<file path="src/rtl/sync_fifo_pkg.sv">
// rtl/sync_fifo_pkg.sv - shared defaults and width helpers for the single-clock FIFO.
// The count width is one bit wider than the address, so DEPTH itself is representable.
package sync_fifo_pkg;

  localparam int DEF_DATA_WIDTH = 41;
  localparam int DEF_ADDR_WIDTH = 4;

  function automatic int count_width(input int addr_width);
    return addr_width + 1;
  endfunction

endpackage

</file>
<file path="src/rtl/sync_fifo_mem.sv">
// rtl/sync_fifo_mem.sv - FIFO storage: one write port, one read address.
// SYNC_FIFO_FWFT_EN selects a combinational read; otherwise the read is registered on rd_en.
module sync_fifo_mem
  import sync_fifo_pkg::*;
#(
  parameter int DATA_WIDTH = DEF_DATA_WIDTH,
  parameter int ADDR_WIDTH = DEF_ADDR_WIDTH
) (
  input  logic                  clk,
  input  logic                  rst_n,
  input  logic                  wr_en,
  input  logic [ADDR_WIDTH-1:0] wr_addr,
  input  logic [DATA_WIDTH-1:0] wr_data,
  input  logic                  rd_en,
  input  logic [ADDR_WIDTH-1:0] rd_addr,
  output logic [DATA_WIDTH-1:0] rd_data
);

  localparam int DEPTH = 1 << ADDR_WIDTH;

  // Storage is deliberately not reset; only the control state defines validity.
  logic [DATA_WIDTH-1:0] mem [DEPTH];

  always_ff @(posedge clk) begin
    if (wr_en) mem[wr_addr] <= wr_data;
  end

`ifdef SYNC_FIFO_FWFT_EN
  logic unused_ctrl;
  assign unused_ctrl = rst_n ^ rd_en;
  assign rd_data = mem[rd_addr];
`else
  always_ff @(posedge clk or negedge rst_n) begin
    if (!rst_n) rd_data <= '0;
    else if (rd_en) rd_data <= mem[rd_addr];
  end
`endif

endmodule

</file>
<file path="src/rtl/sync_fifo_ctrl.sv">
// rtl/sync_fifo_ctrl.sv - single-clock FIFO controller: pointers, count, levels, sticky errors.
// Define SYNC_FIFO_FWFT_EN for first-word-fall-through reads; default is a registered read.
module sync_fifo_ctrl
  import sync_fifo_pkg::*;
#(
  parameter int DATA_WIDTH = DEF_DATA_WIDTH,
  parameter int ADDR_WIDTH = DEF_ADDR_WIDTH
) (
  input  logic                                 clk,
  input  logic                                 rst_n,
  input  logic                                 flush,
  input  logic                                 wr_en,
  input  logic [DATA_WIDTH-1:0]                wr_data,
  input  logic                                 rd_en,
  output logic [DATA_WIDTH-1:0]                rd_data,
  output logic                                 rd_valid,
  output logic                                 full,
  output logic                                 empty,
  output logic                                 almost_full,
  output logic                                 almost_empty,
  input  logic [count_width(ADDR_WIDTH)-1:0]   af_level,
  input  logic [count_width(ADDR_WIDTH)-1:0]   ae_level,
  output logic [count_width(ADDR_WIDTH)-1:0]   count,
  output logic                                 overflow,
  output logic                                 underflow,
  input  logic                                 clr_err
);

  localparam int CW = count_width(ADDR_WIDTH);
  localparam logic [CW-1:0] DEPTH = CW'(1 << ADDR_WIDTH);

  logic [ADDR_WIDTH-1:0] wr_ptr, rd_ptr;
  logic                  wr_acc, rd_acc;
  logic [DATA_WIDTH-1:0] mem_rd_data;

  assign full         = (count == DEPTH);
  assign empty        = (count == '0);
  assign almost_full  = (count >= af_level);
  assign almost_empty = (count <= ae_level);

  assign wr_acc = wr_en & ~full & ~flush;
  assign rd_acc = rd_en & ~empty & ~flush;

  always_ff @(posedge clk or negedge rst_n) begin
    if (!rst_n) begin
      wr_ptr <= '0;
      rd_ptr <= '0;
      count  <= '0;
    end else if (flush) begin
      wr_ptr <= '0;
      rd_ptr <= '0;
      count  <= '0;
    end else begin
      if (wr_acc) wr_ptr <= wr_ptr + ADDR_WIDTH'(1);
      if (rd_acc) rd_ptr <= rd_ptr + ADDR_WIDTH'(1);
      case ({wr_acc, rd_acc})
        2'b10:   count <= count + CW'(1);
        2'b01:   count <= count - CW'(1);
        default: count <= count;
      endcase
    end
  end

  // A new rejected request outranks a coincident clear so no event is lost.
  always_ff @(posedge clk or negedge rst_n) begin
    if (!rst_n) begin
      overflow  <= 1'b0;
      underflow <= 1'b0;
    end else begin
      overflow  <= (wr_en & full & ~flush) | (overflow & ~clr_err);
      underflow <= (rd_en & empty & ~flush) | (underflow & ~clr_err);
    end
  end

  sync_fifo_mem #(
    .DATA_WIDTH(DATA_WIDTH),
    .ADDR_WIDTH(ADDR_WIDTH)
  ) u_mem (
    .clk     (clk),
    .rst_n   (rst_n),
    .wr_en   (wr_acc),
    .wr_addr (wr_ptr),
    .wr_data (wr_data),
    .rd_en   (rd_acc),
    .rd_addr (rd_ptr),
    .rd_data (mem_rd_data)
  );

`ifdef SYNC_FIFO_FWFT_EN
  assign rd_valid = ~empty;
  assign rd_data  = empty ? '0 : mem_rd_data;
`else
  // flush never coincides with rd_acc, so this also clears rd_valid on flush.
  always_ff @(posedge clk or negedge rst_n) begin
    if (!rst_n) rd_valid <= 1'b0;
    else        rd_valid <= rd_acc;
  end
  assign rd_data = mem_rd_data;
`endif

endmodule

</file>
<file path="config.mk">
export PLATFORM = sky130hd
export DESIGN_NAME = sync_fifo_ctrl
export DESIGN_NICKNAME = d
export VERILOG_FILES = /design/src/rtl/sync_fifo_pkg.sv /design/src/rtl/sync_fifo_mem.sv /design/src/rtl/sync_fifo_ctrl.sv
export SDC_FILE = /design/constraint.sdc
export NUM_CORES = 1
export LEC_CHECK = 0
export ABC_AREA = 1
export CORE_MARGIN = 2
export CORE_UTILIZATION = 35
export CTS_CLUSTER_SIZE = 24
export DETAILED_ROUTE_END_ITERATION = 6
export PLACE_DENSITY = 0.62
export SYNTH_ARGS = -nofsm -noshare
export SYNTH_HDL_FRONTEND = slang
export SYNTH_HIERARCHICAL = 1
export SYNTH_SLANG_ARGS = --single-unit
export TNS_END_PERCENT = 50
</file>
<file path="constraint.sdc">
create_clock -name clk -period 4.1 [get_ports clk]
set_clock_uncertainty 0.15 [all_clocks]
set_input_delay 0.82 -clock clk [delete_from_list [all_inputs] [get_ports clk]]
set_output_delay 0.82 -clock clk [all_outputs]
set_load 0.05 [all_outputs]
</file>
Yosys cells after proc, flatten, opt, wreduce, memory -nomap -nowiden --
Memories as Yosys holds them, arrays and structs flattened. A register that Yosys moved wholly into a read port is not among the register bits. Cells that the tools add are included.
Cells by class: divide/modulo/power cells 0, equality and inequality tests 3, muxes and demuxes 8, $lt $le $gt $ge 2, bitwise gates (word level) 16, shift operators 0, add/subtract/negate cells 4, reduce and logical (&&, ||, !) cells 5, multipliers 0
Operators with widths (count):
- $mux 4 | 4
- $and 1x1->1 | 10
- $pmux 5 s2 | 1
- $add 4x1->4 const B | 2
- $add 5x1->5 const B | 1
- $eq 5x5->1 const B | 1
- $ge 5x5->1 | 1
- $le 5x5->1 | 1
- $logic_not 5->1 | 1
- $mux 5 | 1
- $sub 5x1->5 const B | 1
- $not 1->1 | 4
- $reduce_bool 2->1 | 2
- $reduce_bool 3->1 | 1
- $eq 2x1->1 const B | 1
- $eq 2x2->1 const B | 1
- $mux 1 | 2
- $or 1x1->1 | 2
- $logic_not 1->1 | 1
Storage, ports and cells: RAM bits 656, memories 1, register bits 16, latch bits 0, bits in read-only memories 0, output and inout bits 53, input port bits 57
Memories:
- u_mem.mem | words 16, bits a word 41, rd ports 1, clocked after memory_dff 1, wr ports 1, line sync_fifo_mem.sv:22 | logic [DATA_WIDTH-1:0] mem [DEPTH];

Longest topological paths before layout --
depth after elaboration 7, mapped depth 15, depth with buffers taken out 15

By module --
The synthesis kept the hierarchy.
By module, submodules not included:
- sync_fifo_mem | times used 1, area an instance 28050.7 µm², cells an instance 2351
- sync_fifo_ctrl | times used 1, area an instance 1187.4 µm², cells an instance 150

Least setup slack after synthesis --
Ideal clock, no wire load.
path kind input to output, start input af_level[4], end output almost_full, path buffers 0, cell stages on the path 4, setup slack 0.070 ns, arrival 3.060 ns, cells stage by stage inv_1 > ha_1 > nand2_1 > o311ai_0
On the way: cells in the longest elaborated chain, start to end 1
Ends and longest elaborated chain:
- from (decl) | line sync_fifo_ctrl.sv:21 | input logic [count_width(ADDR_WIDTH)-1:0] af_level,
- $ge 5x5->1 | line sync_fifo_ctrl.sv:38 | assign almost_full = (count >= af_level);
- to (decl) | line sync_fifo_ctrl.sv:19 | output logic almost_full,
Every way passes these cells.

Worst setup path in the final report --
start register count[1], end output full
On the way: cells in the longest elaborated chain, start to end 1
Ends and longest elaborated chain:
- from (decl) | line sync_fifo_ctrl.sv:23 | output logic [count_width(ADDR_WIDTH)-1:0] count,
- from (signal assigned) | line sync_fifo_ctrl.sv:57 | 2'b10: count <= count + CW'(1);
- from (signal assigned) | line sync_fifo_ctrl.sv:58 | 2'b01: count <= count - CW'(1);
- from (signal assigned) | line sync_fifo_ctrl.sv:59 | default: count <= count;
- $eq 5x5->1 | line sync_fifo_ctrl.sv:36 | assign full = (count == DEPTH);
- to (decl) | line sync_fifo_ctrl.sv:17 | output logic full,
Every way passes these cells.

==> results.cfg <==
[outcome]
status = finished with violations
violations = DRC

[sta]
tns_ns = 0
post-route-period-util_pct = 81.4
hold_viol = 0
period_needed_ns = 3.34
rsz0062_at_grt = no
slew-limit-headroom_pct = 27.5
worst_pin_slew_ns = 1.09
fmax_mhz = 300
final-setup-viol-count = 0
hold_ws_ns = 0.171
finalMaxSlewViolations = 0

[setup_path]
reg2regPathDepth = 10
cp-start-kind = flop
setup.worst_path.end_class = output pin
r2r_end = u_mem/rd_data[28]
crit_fanout = 6
required_ns = 3.13
reg2reg_from = rd_ptr[0]
path_class = reg2out
reg2reg_slack_ns = 1.46
crit_arrival_ns = 2.37

[cts]
clockBufferDepth = 3
cts_sinks = 713
hold_buffers = 0
clkSlewWorstSetupHoldPaths_ns = 0.06
cts_setup_buffers = 0
cts_buffers = 75
ctsResizeCount = 0
tritoncts = done
insertion_delay_ns = 0.62
root_buffer = clkbuf_16
h-tree-depth = 3

[power]
p_leak_nw = 12.5
power_w = 0.0196
p_per_area_nw_per_um2 = 583
vdd_ir_drop_max_v = 0.000409

[synthesis]
syn_nets = 2574
synth_cell_type_count = 35
synth_edf_count = 656
ys_seq_area_share_pct = 72.3
synthesis.area_sq_um = 29200
yosys_warnings = 6
synth_ff_type = edfxtp_1
synth-async-reset-ratio_pct = 7.99
syn_inst = 2501
ys_ff_latch = 713
synth.avg_cell_area_sq_um = 11.7

[hold_path]
min_path_type = in2async

[layout]
fillers = 7560
drive_gt1_share_pct = 7.80
layoutNonFillerInstCount = 3724
syn_to_final_growth_pct = 15.0
multi_input_area_sq_um = 7060
fin_nets = 2665
seqCellArea_sq_um = 21100
final_area_sq_um = 33600

[global_route]
grt_use_total_pct = 16.9
grt_max_degree = 168
antenna_found_initial = 1
grt_overflow = 0
grt_pass1_vias = 17919
grt_pass1_wl_microns = 111000

[die]
start_util_pct = 35.5
die_h_microns = 293
rows = 105
core-area_sq_um = 82400
ios = 110
die_area_sq_um = 85900
die_w_microns = 293

[drt]
drc = 3
drtIter0Drc = 1661
drt_first_pass_iters = 7
vias = 18634
wl_per_cell_microns = 19.5
ant_nets = 0
totalWireLength_microns = 72700
viasPerCell = 5.00

[place]
dpl.cell_count = 3585
dp_hpwl_microns = 38900
place_congestion = 0.757
port_buffers = 109
place_area_sq_um = 31200

[job]
maxCapViolations = 0
critical path, stage by stage, from the launching register on:
cell             delay [ns]
dfrtp_1                0.50
nor2_2                 0.20
nand3_2                0.12
inv_1                  0.11
clkdlybuf4s50_1        0.82
worst max path at each step:
stage / from / to / depth (start not counted)
3_5_place_dp: flush / u_mem/mem[11][29] / 7
2_1_floorplan: af_level[4] / almost_full / 4
5_1_grt: count[1] / full / 4
3_3_place_gp: flush / u_mem/mem[11][29] / 7
6_report: count[1] / full / 4
4_1_cts: count[1] / empty / 4
power by group:
part / total [W] / switching [W] / internal (W) / leakage, nW
combinational: 0.00452 / 0.00323 / 0.00129 / 4.64
clock: 0.00656 / 0.00276 / 0.00380 / 1.18
sequential: 0.00853 / 0.000218 / 0.00832 / 6.63
total: 0.0196 / 0.00621 / 0.0134 / 12.5
synth_stat cells, types with 5 or more instances:
| cell | number | share of area [%] |
|---|---|---|
| buf_2 | 62 | 1.1 |
| inv_1 | 28 | 0.36 |
| nor2_1 | 25 | 0.32 |
| buf_6 | 38 | 1.5 |
| clkbuf_1 | 14 | 0.18 |
| buf_4 | 21 | 0.54 |
| nand2_1 | 1023 | 13 |
| o21ai_0 | 8 | 0.14 |
| dfrtp_1 | 57 | 4.9 |
| ha_1 | 15 | 0.64 |
| a21oi_1 | 9 | 0.15 |
| edfxtp_1 | 656 | 67 |
| nand3_1 | 503 | 8.6 |
| buf_1 | 5 | 0.064 |
| inv_2 | 5 | 0.064 |
kinds of logic (layout without fill, tap and decap cells):
group	after synthesis	after routing	share of synthesized area, %
other	0	1	0
XOR/XNOR	2	2	0.0599
buffers and inverters	179	331	4.01
flip-flops	713	713	72.3
adder cells (fa/ha/maj)	16	16	0.710
AO/OA/AOI/OAI	23	23	0.432
AND/OR/NAND/NOR	1568	1568	22.5
layer usage:
| layer | vias up | share of wire, % | wire [microns] | track usage, % |
|---|---|---|---|---|
| met2 | 581 | 47 | 34300 | 27.2 |
| met1 | 9110 | 45 | 32900 | 23.9 |
| li1 | 8834 | - | - | - |
| met4 | 2 | 2.0 | 1430 | 4.28 |
| met3 | 107 | 5.7 | 4150 | 2.69 |
| met5 | - | 0.011 | 8 | 0 |
area by class of cell:
class,instances,area share (%)
inverters,35,0.439
repair buffers,158,4.61
clock inverters,36,0.845
multi-input cells,1609,21.0
flip-flops and latches,713,62.9
well taps,1070,3.98
clock buffers,102,6.25
diodes,1,0.00744
through the flow:
stage          setup slack, ns  utilization (%)
6_report                 0.764             40.8
5_1_grt                  0.623             40.8
4_1_cts                  0.712             40.8
3_5_place_dp             0.693             37.9
3_3_place_gp             0.698             37.9
2_1_floorplan           0.0696                -
sequential cells by signal, indices dropped and copies added, names as in the netlist:
signal	flops
count	5
overflow	1
rd_ptr	4
rd_valid	1
u_mem/mem	656
u_mem/rd_data	41
underflow	1
wr_ptr	4
cell usage in the layout (no fill, tap or decap), types with 2 or more instances in the layout:
master and n:
inv_6 4, a21oi_1 9, inv_1 25, dfrtp_4 3, bufinv_16 3, o21ai_1 2, clkbuf_8 8, inv_2 6
clkinv_2 18, clkbuf_1 17, nand2_1 1023, nor2_4 17, clkbuf_16 77, ha_1 15, nor3_1 3, clkinv_8 2
nor2_2 3, nand3_2 2, nand2_4 4, edfxtp_1 656, nor2_1 9, dfrtp_1 53, nand3_1 503, buf_12 8
clkinv_1 9, o21ai_0 8, buf_4 44, clkdlybuf4s50_1 106, nand2_2 2
Note: power is estimated with default switching activity, not from simulation.
